==> src/rtl/fetch_redirect_ctrl_pkg.sv <==
// rtl/fetch_redirect_ctrl_pkg.sv - shared types and constants for the fetch redirect controller
package fetch_ctrl_pkg;

  localparam int WORD_W_DEF = 32;
  localparam int CNT_W_DEF  = 32;

  // Encoding of the all-zero bubble instruction placed in IF/ID on a flush
  localparam logic [31:0] NOP_INSTR = 32'h0;

  typedef enum logic {
    RUN      = 1'b0,
    REDIRECT = 1'b1
  } fetch_state_e;

endpackage

==> src/rtl/fetch_redirect_ctrl_if_id_reg.sv <==
// rtl/fetch_redirect_ctrl_if_id_reg.sv - IF/ID pipeline register with load/hold/bubble control
module if_id_reg
  import fetch_ctrl_pkg::*;
#(
  parameter int WORD_W = WORD_W_DEF
) (
  input  logic              clk,
  input  logic              rst,
  input  logic              load_i,
  input  logic              hold_i,
  input  logic              bubble_i,
  input  logic [WORD_W-1:0] pc_i,
  input  logic [WORD_W-1:0] instr_i,
  output logic [WORD_W-1:0] PC,
  output logic [WORD_W-1:0] Instruction,
  output logic              Valid
);

  logic [WORD_W-1:0] pc_q;
  logic [WORD_W-1:0] instr_q;
  logic              valid_q;

  // Bubble wins over load; with hold (or nothing) asserted the contents stay put
  always_ff @(posedge clk) begin
    if (!rst) begin
      pc_q    <= '0;
      instr_q <= '0;
      valid_q <= 1'b0;
    end else if (bubble_i) begin
      pc_q    <= '0;
      instr_q <= WORD_W'(NOP_INSTR);
      valid_q <= 1'b0;
    end else if (load_i && !hold_i) begin
      pc_q    <= pc_i;
      instr_q <= instr_i;
      valid_q <= 1'b1;
    end
  end

  assign PC          = pc_q;
  assign Instruction = instr_q;
  assign Valid       = valid_q;

endmodule

==> src/rtl/fetch_redirect_ctrl.sv <==
// rtl/fetch_redirect_ctrl.sv - fetch redirect/stall controller; FETCH_PERF_CNT_EN enables perf counters
module fetch_redirect_ctrl
  import fetch_ctrl_pkg::*;
#(
  parameter int WORD_W = WORD_W_DEF,
  parameter int CNT_W  = CNT_W_DEF
) (
  input  logic              clk,
  input  logic              rst,
  input  logic [WORD_W-1:0] PC_in,
  input  logic [WORD_W-1:0] Instruction_in,
  input  logic              Hazard,
  input  logic              Branch_Taken_EX,
  input  logic [WORD_W-1:0] Branch_Address_EX,
  output logic              Freeze,
  output logic              Branch_Taken,
  output logic [WORD_W-1:0] Branch_Address,
  output logic [WORD_W-1:0] PC,
  output logic [WORD_W-1:0] Instruction,
  output logic              Valid,
  output logic [CNT_W-1:0]  Stall_Count,
  output logic [CNT_W-1:0]  Flush_Count
);

  fetch_state_e      state_q;
  logic              branch_taken_q;
  logic [WORD_W-1:0] branch_addr_q;

  logic in_run;
  logic take_branch;
  logic load;
  logic hold;
  logic bubble;

  // Branch beats hazard; in REDIRECT both inputs are ignored and IF must not freeze
  assign in_run      = (state_q == RUN);
  assign take_branch = in_run && Branch_Taken_EX;
  assign Freeze      = Hazard && in_run && !Branch_Taken_EX;
  assign load        = in_run && !Hazard && !Branch_Taken_EX;
  assign hold        = Freeze;
  assign bubble      = take_branch || !in_run;

  // Redirect FSM: a taken branch in RUN spends exactly one cycle presenting the target to IF
  always_ff @(posedge clk) begin
    if (!rst) begin
      state_q        <= RUN;
      branch_taken_q <= 1'b0;
      branch_addr_q  <= '0;
    end else begin
      case (state_q)
        RUN: begin
          if (Branch_Taken_EX) begin
            state_q        <= REDIRECT;
            branch_taken_q <= 1'b1;
            branch_addr_q  <= Branch_Address_EX;
          end else begin
            branch_taken_q <= 1'b0;
          end
        end
        default: begin
          state_q        <= RUN;
          branch_taken_q <= 1'b0;
        end
      endcase
    end
  end

  assign Branch_Taken   = branch_taken_q;
  assign Branch_Address = branch_addr_q;

  if_id_reg #(
    .WORD_W(WORD_W)
  ) u_if_id (
    .clk        (clk),
    .rst        (rst),
    .load_i     (load),
    .hold_i     (hold),
    .bubble_i   (bubble),
    .pc_i       (PC_in),
    .instr_i    (Instruction_in),
    .PC         (PC),
    .Instruction(Instruction),
    .Valid      (Valid)
  );

`ifdef FETCH_PERF_CNT_EN
  localparam logic [CNT_W-1:0] CNT_ONE = {{(CNT_W-1){1'b0}}, 1'b1};

  logic [CNT_W-1:0] stall_q, stall_d;
  logic [CNT_W-1:0] flush_q, flush_d;

  // Saturating increments: once all-ones a counter sticks there
  always_comb begin
    stall_d = stall_q;
    flush_d = flush_q;
    if (Freeze && (stall_q != '1)) stall_d = stall_q + CNT_ONE;
    if (bubble && (flush_q != '1)) flush_d = flush_q + CNT_ONE;
  end

  // Counter registers
  always_ff @(posedge clk) begin
    if (!rst) begin
      stall_q <= '0;
      flush_q <= '0;
    end else begin
      stall_q <= stall_d;
      flush_q <= flush_d;
    end
  end

  assign Stall_Count = stall_q;
  assign Flush_Count = flush_q;
`else
  assign Stall_Count = '0;
  assign Flush_Count = '0;
`endif

endmodule

==> config.mk <==
export PLATFORM = sky130hd
export DESIGN_NAME = fetch_redirect_ctrl
export DESIGN_NICKNAME = d
export VERILOG_FILES = /design/src/rtl/fetch_redirect_ctrl_pkg.sv /design/src/rtl/fetch_redirect_ctrl_if_id_reg.sv /design/src/rtl/fetch_redirect_ctrl.sv
export SDC_FILE = /design/constraint.sdc
export NUM_CORES = 1
export LEC_CHECK = 0
export ABC_AREA = 1
export BUFFER_PORTS_ARGS = -buffer_cell sky130_fd_sc_hd__clkbuf_2
export CAP_MARGIN = 20
export CORE_UTILIZATION = 40
export CTS_CLUSTER_SIZE = 24
export DETAILED_ROUTE_END_ITERATION = 7
export HOLD_SLACK_MARGIN = 0.05
export MAX_ROUTING_LAYER = met4
export PLACE_DENSITY = 0.89
export SYNTH_ARGS = -nofsm -noshare
export SYNTH_HDL_FRONTEND = slang
export SYNTH_SLANG_ARGS = --single-unit
==> constraint.sdc <==
create_clock -name clk -period 1.05 [get_ports clk]
set_clock_uncertainty 0.05 [all_clocks]
set_input_delay 0.1575 -clock clk [delete_from_list [all_inputs] [get_ports clk]]
set_output_delay 0.1575 -clock clk [all_outputs]
set_load 0.1 [all_outputs]
# Yosys cells after proc, flatten, opt, wreduce, memory -nomap -nowiden
# Index checks and enable logic that the tools add are counted.
# Widths: inputs -> output; s select.
word_totals:
  regBits: 98
  input_bits: 100
  output_inout_bits: 163
  word_cells: 21
op_classes:
  mux: 1
  bitwise: 2
  reduce_logical: 13
op_table:
  columns: ["cell", "n"]
  rows:
  - ["$logic_and 1x1->1", 6]
  - ["$reduce_or 2->1", 2]
  - ["$logic_not 1->1", 3]
  - ["$not 1->1", 2]
  - ["$reduce_and 2->1", 1]
  - ["$logic_or 1x1->1", 1]
  - ["$mux 1", 1]

# Logic depth before layout (Yosys ltp)
depth:
  ltp_word: 5
  depth_mapped: 6
  depth_no_buf: 4

# Cells and area by module
# A second synthesis with hierarchy kept.
hier_totals:
  cells_unflattened: 701
  hier_area_um2: 4685.7
modules_own_cells:
  columns: ["module", "n_inst", "cells_each", "area_each_um2", "seq_area_each_um2"]
  rows:
  - ["if_id_reg", 1, 420, 2768.9, 1301.2]
  - ["fetch_redirect_ctrl", 1, 281, 1916.8, 660.6]

# Worst setup path after synthesis
# OpenSTA, ideal clock, no wires.
synth_timing:
  kind: "reg2out"
  from: "register Branch_Taken (netlist name)"
  to: "output port Freeze"
  t_arrival_ns: 2.921
  required_time_ns: 0.842
  path_slack_ns: -2.078
  path_stages_with_launch: 2
  path_buffers: 0
  path_cell_list: "dfxtp_1 > nor3_1"
synth_lines:
  columns: ["element", "line", "rtl"]
  rows:
  - ["end: declaration", "fetch_redirect_ctrl.sv:15", "output logic Freeze,"]

==> metrics.md <==
| Metric | Value |
|---|---|
| Drt drc | `0` |
| Power Density | `1340 nW/um2` |
| Initial Utilization | `41.8%` |
| Post-synth top cells | `nor2_1 (195), dfxtp_1 (98), nand2_1 (98)` |
| Seq/Total Area, Yosys | `between 40% and 50%` |
| Worst hold stages | `4` |
| Total GRT Usage | `29.9%` |
| CP arrival | `1.66 ns` |
| RD Place Congestion | `0.752` |
| Final ANT Viol Nets | `0` |
| Die height | `109 um` |
| Cts bufs inserted | `9` |
| Period utilization | `142%` |
| Yosys Warn Count | `0` |
| Synth Area in Adders | `0%` |
| Worst path bufs/invs | `3` |
| Max Cap Violations | `0` |
| Post-synth EDFFs | `0` |
| Synth Area in XOR/XNOR | `0%` |
| Overflow after GRT | `0` |
| Die Span X | `109 um` |
| Failing checks | `setup timing` |
| Clk_lat worst skew | `0.33 ns` |
| Dpl ws | `-0.118 ns` |
| Worst hold-check path type | `input pin to flip-flop` |
| CTS Root Cell | `clkbuf_16` |
| Max FO, Critical Path | `7` |
| Avg Inst Size Synth | `6.95 um2` |
| R2r setup slk | `-0.44 ns` |
| Clock slew at reported path FFs | `0.07 ns` |
| Synthesized instance count | `664` |
| DPL Wire Length | `9970 um` |
| CP Class | `flip-flop to flip-flop` |
| Post-synth ARST share | `0%` |
| CP delay by family, top | `buffers and inverters` |
| TritonCTS clock tree | `yes` |
| R2r startpoint | `Branch_Taken` |
| Wire per inst | `approximately 21 um` |
| Io pins | `263` |
| Run status | `finished, violations left` |
| Post-synthesis mux area share | `0%` |
| Fmax | `0.671 GHz` |
| Clock buffer depth | `2` |
| Master of the slowest instance on the critical path | `dfxtp_4` |
| IO Port Bufs | `198` |
| Clock H-tree levels | `3` |
| Post-Synth Simple-Gate Area | `~37%` |
| Routed vias/inst | `between 5 and 6` |
| Clk sinks | `98` |
| Final hold vios | `0` |
| Post-Route WL | `23,500 um` |
| Layout cells sized above 1 | `57.7%` |
| Main combinational cell family by area after synthesis | `simple AND/OR/NAND/NOR gates` |
| Hold Path End | `Branch_Address[25]` |
| First-pass GRT wire length | `between 20,000 and 30,000 um` |
| Leak | `4.49 nW` |
| Max Transition Viols Final | `0` |
| Synth top area cells | `dfxtp_1 (43%), nor2_1 (16%), buf_4 (11%)` |
| Worst path cell trace | `buf_6, nor2_4, buf_12, nand2_8, clkbuf_16, nor2_2, nor2_1` |
| Largest net degree at the start of global routing | `65` |
| RSZ-0062 raised after global routing | `true` |
| Peak VDD IR | `0.00134 V` |
| Ys flop type | `dfxtp_1` |
| Worst r2r path cells | `7` |
| Tmin final | `1.49 ns` |
| R2r endpoint | `u_if_id.Instruction[15]` |
| Rows | `38` |
| Final layout net count | `1,079` |
| Initial antenna violation count | `1` |
| Area grow syn2layout | `116%` |
| Final core occ | `90.2%` |
| Drt first pass iters | `7` |
| Final setup violation count | `197` |
| Setup TNS | `-32.75 ns` |
| Via Count | `5,790` |
| DR iter-0 viols | `510` |
| Crit-path max cell delay | `0.35 ns` |
| Most used standard cell by instance count after synthesis | `nor2_1` |
| Synthesized cell area | `approximately 4600 um2` |
| Critical path required time | `1.22 ns` |
| Yosys top cell by area | `dfxtp_1` |
| Post-synth top area share | `42.5%` |
| Distinct cells, synth | `16` |
| Hold path start | `Branch_Address_EX[25]` |
| Die area | `12,000 um2` |
| Hold slack final | `between 0.1 and 0.15 ns` |
| Worst setup slack after layout | `-0.441 ns` |
| Complex-gate fraction of the synthesized area | `0%` |
| Vias in the first global route | `5,327` |
| Element type at the critical path end | `flip-flop` |
| Post-synthesis register bit count | `98` |
| Core area | `11,000 um2` |
| Setup crit start kind | `flip-flop` |
## worst max path at each step
stage                          startpoint                      end  slack, ns  cells after the start
after floorplan              Branch_Taken                   Freeze      -0.39                      1
after global placement    Branch_Taken_EX   u_if_id.Instruction[0]       -0.1                      5
after detailed placement  Branch_Taken_EX   u_if_id.Instruction[4]      -0.12                      6
after CTS                    Branch_Taken                   Freeze      -0.36                      3
after global routing         Branch_Taken  u_if_id.Instruction[15]      -0.46                      7
final                        Branch_Taken  u_if_id.Instruction[15]      -0.44                      7
## per-stage QoR
stage	total power, W	instance area [um2]	cells
floorplan	0.00766	5320	727
global placement	0.00880	7480	979
detailed placement	0.00888	7480	979
CTS	0.0126	8890	1082
global route	0.0137	9950	1124
finish	0.0134	9950	1124
## flip-flops by register name (all words and copies together), names as in the netlist
| register | flops |
|---|---|
| Branch_Taken | 1 |
| u_if_id.Instruction | 32 |
| u_if_id.Valid | 1 |
| Branch_Address | 32 |
| u_if_id.PC | 32 |
## worst reg2reg max path: stages (launching register included)
cell and delay [ns]:
dfxtp_4 0.35, buf_6 0.12, nor2_4 0.13, buf_12 0.15, nand2_8 0.12, clkbuf_16 0.23
nor2_2 0.14, nor2_1 0.09
## cell type report
| type | count | area (um2) |
|---|---|---|
| multi-input combinational | 458 | 2760 |
| antenna | 1 | 2.50 |
| tap | 140 | 175 |
| clock buffer | 11 | 243 |
| timing repair buffer | 345 | 4310 |
| sequential | 98 | 2150 |
| fill | 434 | 1080 |
| inverter | 67 | 259 |
| clock inverter | 4 | 51.3 |
## logic make-up (layout without fill, tap and decap cells)
| family | after synthesis | count (layout) |
|---|---|---|
| flip-flops | 98 | 98 |
| AND/OR/NAND/NOR | 393 | 394 |
| buffers and inverters | 172 | 427 |
| other | 1 | 65 |
## report_power, final
| group | internal (W) | switching, W | total [W] |
|---|---|---|---|
| clock | 0.00191 | 0.00154 | 0.00345 |
| combinational | 0.00188 | 0.00383 | 0.00571 |
| sequential | 0.00395 | 0.000264 | 0.00421 |
| total | 0.00773 | 0.00563 | 0.0134 |
## layer usage
layer  up-vias  routed length, um  global-route usage [%]
li1       2510                  -                       -
met1      2721               7790                    29.8
met2       442              12400                    55.5
met3       117               1850                    6.34
met4         0               1510                    13.3
met5         -                  0                       -
## timing repair
action | in CTS | in global routing
hold endpoints to repair | 63 | 0
hold buffers | 63 | 0
buffers inserted | 16 | 32
pin swaps | 1 | 56
gates resized for setup | 20 | 196
endpoints found under the setup margin | 169 | 197
cloned | 9 | 14
## layout by cell type (no fill, tap or decap), types with 4 or more instances in the layout
cell type	instances
conb_1	64
dlygate4sd3_1	63
buf_12	115
clkbuf_2	98
dfxtp_2	73
buf_6	5
inv_1	66
nor2_4	38
buf_4	43
nand2_1	97
clkbuf_16	19
nand3_4	4
nand3b_1	32
nor2_2	66
buf_16	7
dfxtp_4	25
nor2_1	93
buf_8	4
nand3_2	60
No activity file was read; power rests on OpenSTA's default activity.
